==> src/rtl/ifu_pkg.sv <==
// Shared types for the instruction-fetch unit: FSM state encoding and AXI response codes.
package ifu_pkg;

    typedef enum logic [1:0] {
        IDLE,
        ADDR,
        RESP,
        HOLD
    } ifu_state_e;

    localparam logic [1:0] RESP_OKAY   = 2'b00;
    localparam logic [1:0] RESP_SLVERR = 2'b10;
    localparam logic [1:0] RESP_DECERR = 2'b11;

endpackage

==> src/rtl/ifu_axi_fetch.sv <==
// Instruction-fetch unit: one outstanding AXI4-Lite read per PC, handed to decode via valid/ready.
// Misaligned PCs, error responses and response timeouts are reported through fetch_err.
module ifu_axi_fetch
    import ifu_pkg::*;
#(
    parameter int unsigned ADDR_W  = 32,
    parameter int unsigned DATA_W  = 32,
    parameter int unsigned TIMEOUT = 255
) (
    input  logic              clk,
    input  logic              rst,
    input  logic [ADDR_W-1:0] pc,
    input  logic              s_valid,
    output logic              s_ready,
    output logic [DATA_W-1:0] inst,
    output logic [ADDR_W-1:0] inst_pc,
    output logic              fetch_err,
    output logic              m_valid,
    input  logic              m_ready,
    output logic [ADDR_W-1:0] araddr,
    output logic              arvalid,
    input  logic              arready,
    input  logic [DATA_W-1:0] rdata,
    input  logic [1:0]        rresp,
    input  logic              rvalid,
    output logic              rready
);

    // A zero TIMEOUT still needs a 1-bit counter to keep the declarations legal.
    localparam int unsigned CntW = (TIMEOUT > 0) ? $clog2(TIMEOUT + 1) : 1;

    ifu_state_e        stateQ, stateD;
    logic [ADDR_W-1:0] pcQ, pcD;
    logic [ADDR_W-1:0] araddrQ, araddrD;
    logic [DATA_W-1:0] instQ, instD;
    logic              errQ, errD;
    logic [CntW-1:0]   cntQ, cntD;
    logic              timeoutHit;

    // Fires on the TIMEOUT-th RESP cycle; an rvalid in that same cycle takes priority.
    assign timeoutHit = (TIMEOUT != 0) && (cntQ == CntW'(TIMEOUT - 1));

    always_comb begin
        stateD  = stateQ;
        pcD     = pcQ;
        araddrD = araddrQ;
        instD   = instQ;
        errD    = errQ;
        cntD    = cntQ;
        case (stateQ)
            IDLE: begin
                if (s_valid) begin
                    pcD   = pc;
                    instD = '0;
                    if (pc[1:0] != 2'b00) begin
                        errD   = 1'b1;
                        stateD = HOLD;
                    end else begin
                        errD    = 1'b0;
                        araddrD = pc;
                        stateD  = ADDR;
                    end
                end
            end
            ADDR: begin
                if (arready) begin
                    stateD = RESP;
                end
            end
            RESP: begin
                if (rvalid) begin
                    instD  = rdata;
                    errD   = (rresp != RESP_OKAY);
                    cntD   = '0;
                    stateD = HOLD;
                end else if (timeoutHit) begin
                    instD  = '0;
                    errD   = 1'b1;
                    cntD   = '0;
                    stateD = HOLD;
                end else if (cntQ != '1) begin
                    cntD = cntQ + 1'b1;
                end
            end
            HOLD: begin
                if (m_ready) begin
                    stateD = IDLE;
                end
            end
            default: stateD = IDLE;
        endcase
    end

    always_ff @(posedge clk) begin
        if (rst) begin
            stateQ  <= IDLE;
            pcQ     <= '0;
            araddrQ <= '0;
            instQ   <= '0;
            errQ    <= 1'b0;
            cntQ    <= '0;
        end else begin
            stateQ  <= stateD;
            pcQ     <= pcD;
            araddrQ <= araddrD;
            instQ   <= instD;
            errQ    <= errD;
            cntQ    <= cntD;
        end
    end

    assign s_ready   = (stateQ == IDLE);
    assign m_valid   = (stateQ == HOLD);
    assign arvalid   = (stateQ == ADDR);
    assign rready    = (stateQ == RESP);
    assign araddr    = araddrQ;
    assign inst      = instQ;
    assign inst_pc   = pcQ;
    assign fetch_err = errQ;

    arNoWithdraw: assert property (@(posedge clk) disable iff (rst)
        arvalid && !arready |=> arvalid && $stable(araddr));

    rOnlyInResp: assert property (@(posedge clk) disable iff (rst)
        rvalid |-> stateQ == RESP);

endmodule

==> config.mk <==
export PLATFORM = sky130hd
export DESIGN_NAME = ifu_axi_fetch
export DESIGN_NICKNAME = d
export VERILOG_FILES = /design/src/rtl/ifu_pkg.sv /design/src/rtl/ifu_axi_fetch.sv
export SDC_FILE = /design/constraint.sdc
export NUM_CORES = 1
export LEC_CHECK = 0
export BUFFER_PORTS_ARGS = -buffer_cell sky130_fd_sc_hd__buf_2
export CORE_ASPECT_RATIO = 1.25
export CORE_MARGIN = 4
export CORE_UTILIZATION = 48
export CTS_CLUSTER_DIAMETER = 100
export DETAILED_ROUTE_END_ITERATION = 10
export GPL_TIMING_DRIVEN = 0
export PLACE_DENSITY = 0.77
export SLEW_MARGIN = 20
export SYNTH_ARGS = -nofsm -noshare
export SYNTH_HDL_FRONTEND = slang
export SYNTH_SLANG_ARGS = --single-unit
==> constraint.sdc <==
create_clock -name clk -period 2.5 [get_ports clk]
set_clock_uncertainty 0.1 [all_clocks]
set_input_delay 0.125 -clock clk [delete_from_list [all_inputs] [get_ports clk]]
set_output_delay 0.125 -clock clk [all_outputs]
set_load 0.01 [all_outputs]
# [After elaboration in Yosys (flattened, before gate mapping)]
# Index checks and enable logic that the tools add are counted.
[word_totals] ff_bits=107 output_inout_bits=101 wordCells=46
[classes] addsub=1 eq_ne=9 muxes=19 bitwise_logic=1 reduce_logical=10
[ops] op="32-bit 2-to-1 mux" n=3
[ops] op="32-bit case mux with 2 select lines" n=1
[ops] op="8-bit 2-to-1 mux" n=3
[ops] op="2-bit 2-to-1 mux" n=6
[ops] op="8-bit by 1-bit adder with 8-bit output (second input constant)" n=1
[ops] op="8-bit == test (second input constant)" n=1
[ops] op="8-bit != test (second input constant)" n=1
[ops] op="2-bit case mux with 4 select lines" n=1
[ops] op="3-bit AND reduction" n=2
[ops] op="2-bit nonzero test" n=3
[ops] op="2-bit == test (second input constant)" n=2
[ops] op="1-bit 2-to-1 mux" n=4
[ops] op="2-bit by 1-bit != test with 1-bit output (second input constant)" n=2
[ops] op="2-bit AND reduction" n=2
[ops] op="4-bit AND reduction" n=1
[ops] op="3-bit by 2-bit != test with 1-bit output (second input constant)" n=1
[ops] op="3-bit nonzero test" n=1
[ops] op="2-bit by 1-bit == test with 1-bit output (second input constant)" n=1
[ops] op="2-bit zero test" n=1
[ops] op="2-bit != test (second input constant)" n=1
[ops] op="1-bit case mux with 2 select lines" n=1
[ops] op="1-bit inverter" n=1

# [Logic depth before layout (Yosys ltp)]
[depth] ltp_word=4 ltp_mapped=8 mapped_depth_nobuf=6

# [Worst setup path before layout]
# No wires, ideal clock.
[synth_path] kind="reg-to-reg" start="register stateQ[1]" end="register instQ[10], in the netlist inst[10]" setup_ps=72 arrival_time_ps=1756 path_slack_ps=573 path_stages_with_launch=9 n_path_buf=2 cell_sequence="dfxtp_1 inv_1 ha_1 and2_1 clkbuf_1 a21oi_1 a21oi_4 buf_12 mux2i_1"
[synth_between] elab_chain_cells=3 word_cells_on_any_way=7 cone_classes="3 x eq/ne; 1 x mux; 3 x reduce/logical"
[synth_rtl] item="from (decl)" line_no="ifu_axi_fetch.sv:32" source="ifu_state_e stateQ, stateD;"
[synth_rtl] item="from (signal assigned)" line_no="ifu_axi_fetch.sv:103" source="stateQ <= stateD;"
[synth_rtl] item="2-bit zero test (*)"
[synth_rtl] item="via s_ready" line_no="ifu_axi_fetch.sv:14" source="output logic s_ready,"
[synth_rtl] item="2-bit != test (no line) or 2-bit nonzero test (tied branches)"
[synth_rtl] item="3-bit AND reduction (no line)"
[synth_rtl] item="to (signal assigned)" line_no="ifu_axi_fetch.sv:106" source="instQ <= instD;"
[synth_rtl] item="to (decl)" line_no="ifu_axi_fetch.sv:35" source="logic [DATA_W-1:0] instQ, instD;"
# The timed path passes the listed nets; every way through them passes the cells marked *.
# A chain may end at the register's enable or synchronous reset.

# [Worst setup path after layout]
[layout_path] start="register stateQ[0]" end="register instQ[19], in the netlist inst[19]"
[layout_between] elab_chain_cells=3 word_cells_on_any_way=7 cone_classes="3 x eq/ne; 1 x mux; 3 x reduce/logical"
[layout_rtl] item="2-bit == test or 2-bit zero test (tied branches)" line_no="ifu_axi_fetch.sv:50" source="case (stateQ)"
[layout_rtl] item="3-bit by 2-bit != test with 1-bit output (no line) (tied with other cells)"
[layout_rtl] item="3-bit AND reduction (no line)"
# Parallel ways exist; a longest one is shown, timed or not.

==> impl_metrics.ini <==
[pwr]
ir_drop_uv = 500
p_seq_share_pct = 44.0
leakage_nw = 2.69
p_comb_share_pct = 34.9
clkPwrFrac_pct = 21.0
p_int_mw = 2.91
p_per_area_nw_per_um2 = 725
switching_share_pct = 34.7
net-switching-power_mw = 1.55
power_mw = 4.45

[worst_setup_path]
startpoint_type = flop
worst-path-max-fanout = 10
crit_type = flop to flop
crit_required_ps = 2700
end_kind = flop
reg2reg_slack_ps = 240
critPathArrivalTime_ps = 2460

[place]
dp_hpwl_microns = 8910
gp_congestion = 0.818
port_buffers = 171
dp.cells = 797

[grt]
grt_pass1_wl_microns = 21000
antenna_found_initial = 0
gr-usage-met3_pct = 8.68
grt_overflow_total = 0
track_usage_pct = 24.5
first_global_vias = 4484
grt_busiest_layer = met2
met2_usage_pct = 45.3
grt_max_degree = 18
grt_use_met1_pct = 26.4

[cells_and_area]
diodes = 0
syn2layout_area_growth_pct = 42.1
stdcell_count = 876
final_nets = 830
final_common_cell = buf_2
final_cell_mix = buf_2, nand2_1, dfxtp_1, a21oi_1, dlygate4sd3_1
drive_gt1_share_pct = 26.6
finish.utilization_pct = 70.1
n_fill_cell = 690

[timing]
rsz0062_at_grt = false
tightest_slew_ps = 525
maxSlewViolCount = 0
fin_crit_sh_pct = 90.5
whs_ps = 49.5
setup_violations = 0
period_needed_ps = 2260
relSlewSlack_pct = 65.0
fmax_ghz = 0.442
finalHoldViolCount = 0
setup_tns_ps = 0

[logic_synthesis]
synth.distinct_cells = 39
netlist.area_leader.share_pct = 49.6
syn_inst = 506
synth_area_leaders = dfxtp_1, nand2_1, a21oi_1
yosys.area.top_type = dfxtp_1
yosysWarnings = 0
syn-num-nets = 584
yosysSeqAreaShare_pct = 49.6
synth_area_sq_um = 4320
ys_seq_elements = 107
syn_avg_cell_area_sq_um = 8.54

[clocking]
numCtsBuffers = 9
postCtsSetupRepairBufs = 0
clock_sinks = 107
cts.clk_slew.worst_paths_ps = 100
cts-root-buf = clkbuf_8
cts_tree = done
clk_latency_ps = 360
cts_max_path_buffers = 2
cts_htree_levels = 3

[floorplan]
die_h_microns = 114
dieArea_sq_um = 10600
die_w_microns = 92.8
start_util_pct = 49.4
rows = 38
io-pin-count = 173
core_sq_um = 8750

[outcome]
status = completed

[route]
dr_total_vias = 4498
ant_nets = 0
drc = 0
routedWlPerCell_microns = 15.1
drt-total-wl_microns = 13200
firstDrtPassIters = 5
viasPerCell = 5.13
dr.first_iter.drc_count = 206

[flow_run]
max_cap_viol_count = 0

[min_path]
holdCritPathClass = input port to flop
[Yosys cell counts (all sizes together)]
cell	count
nand2	166
dfxtp	107
a21oi	68
nand2b	35
mux2i	33
clkbuf	24
buf	11
ha	6
nand3	5
nor2	5
nor3	5
a311oi	4
a41oi	4
inv	4
nor2b	4
a211oi	3
o21ai	3
and4	2
nor3b	2
a211o	1
a21o	1
a311o	1
a31oi	1
a41o	1
and2	1
nand4	1
nor4	1
o211ai	1
o21a	1
o21bai	1
o31ai	1
o32ai	1
o41a	1
or3	1
[layout make-up]
type	count	area, sq um	share of cell area (%)
sequential	107	2140	34.9
multi-input combinational	360	1980	32.3
buffer	35	188	3.06
inverter	4	15.0	0.245
clock inverter	6	41.3	0.673
tap	120	150	2.45
clock buffer	9	124	2.02
timing repair buffer	235	1500	24.4
[power by group through the flow]
stage | Clock, mW | Sequential [mW] | Combinational (mW)
finish | 0.935 | 1.96 | 1.56
detailed placement | 0 | 2.00 | 1.46
global placement | 0 | 1.99 | 1.43
floorplan | 0 | 2.06 | 0.949
CTS | 0.960 | 1.96 | 1.54
global route | 1.03 | 1.98 | 1.69
[routing by layer]
layer / up-vias / share of wire, %
met1: 2112 / 39
met5: - / 0
met3: 19 / 9.2
li1: 2171 / -
met4: 0 / 1.2
met2: 196 / 50
[critical path, stage by stage, from the launching register on]
cell	delay, ps
dfxtp_1	350
inv_1	90
ha_1	300
and2_1	160
clkbuf_1	310
a21oi_1	120
a21oi_4	340
buf_12	200
mux2i_1	210
[what timing repair did]
action | CTS | global route
endpoints found under the hold margin | 94 | 0
resized for setup | 0 | 1
endpoints found under the setup margin | 0 | 3
hold buffers | 64 | 0
[flip-flops by register name, indices dropped and copies added (netlist names)]
| register | flops |
|---|---|
| araddr | 32 |
| cntQ | 8 |
| inst_pc | 32 |
| inst | 32 |
| fetch_err | 1 |
| stateQ | 2 |
[cell families (layout without fill, tap and decap cells)]
family          Yosys count  after routing  share of synthesized area, %
buf+inv                  39            289                          4.69
simple gates            228            228                          23.1
mux                      33             33                          7.65
flops                   107            107                          49.6
compound gates           93             93                          13.3
fa+ha+maj                 6              6                          1.74
[through the flow]
| step | instance area [sq um] | setup WS, ps |
|---|---|---|
| floorplan | 4320 | 573 |
| global placement | 5330 | 241 |
| finish | 6140 | 237 |
| CTS | 6130 | 142 |
| global route | 6140 | 55.9 |
| detailed placement | 5330 | 159 |
[path summary, 6_finish.rpt]
check	from	end	cells past startpoint
worst max-delay path	stateQ[0]$_SDFFE_PP0P_	inst[19]$_SDFFE_PP0P_	8
worst min-delay path	rst	inst[0]$_SDFFE_PP0P_	4
worst max register to register	stateQ[0]$_SDFFE_PP0P_	inst[19]$_SDFFE_PP0P_	8
worst min register to register	araddr[24]$_SDFFE_PP0P_	araddr[24]$_SDFFE_PP0P_	2
(Power assumes the default switching activity.)
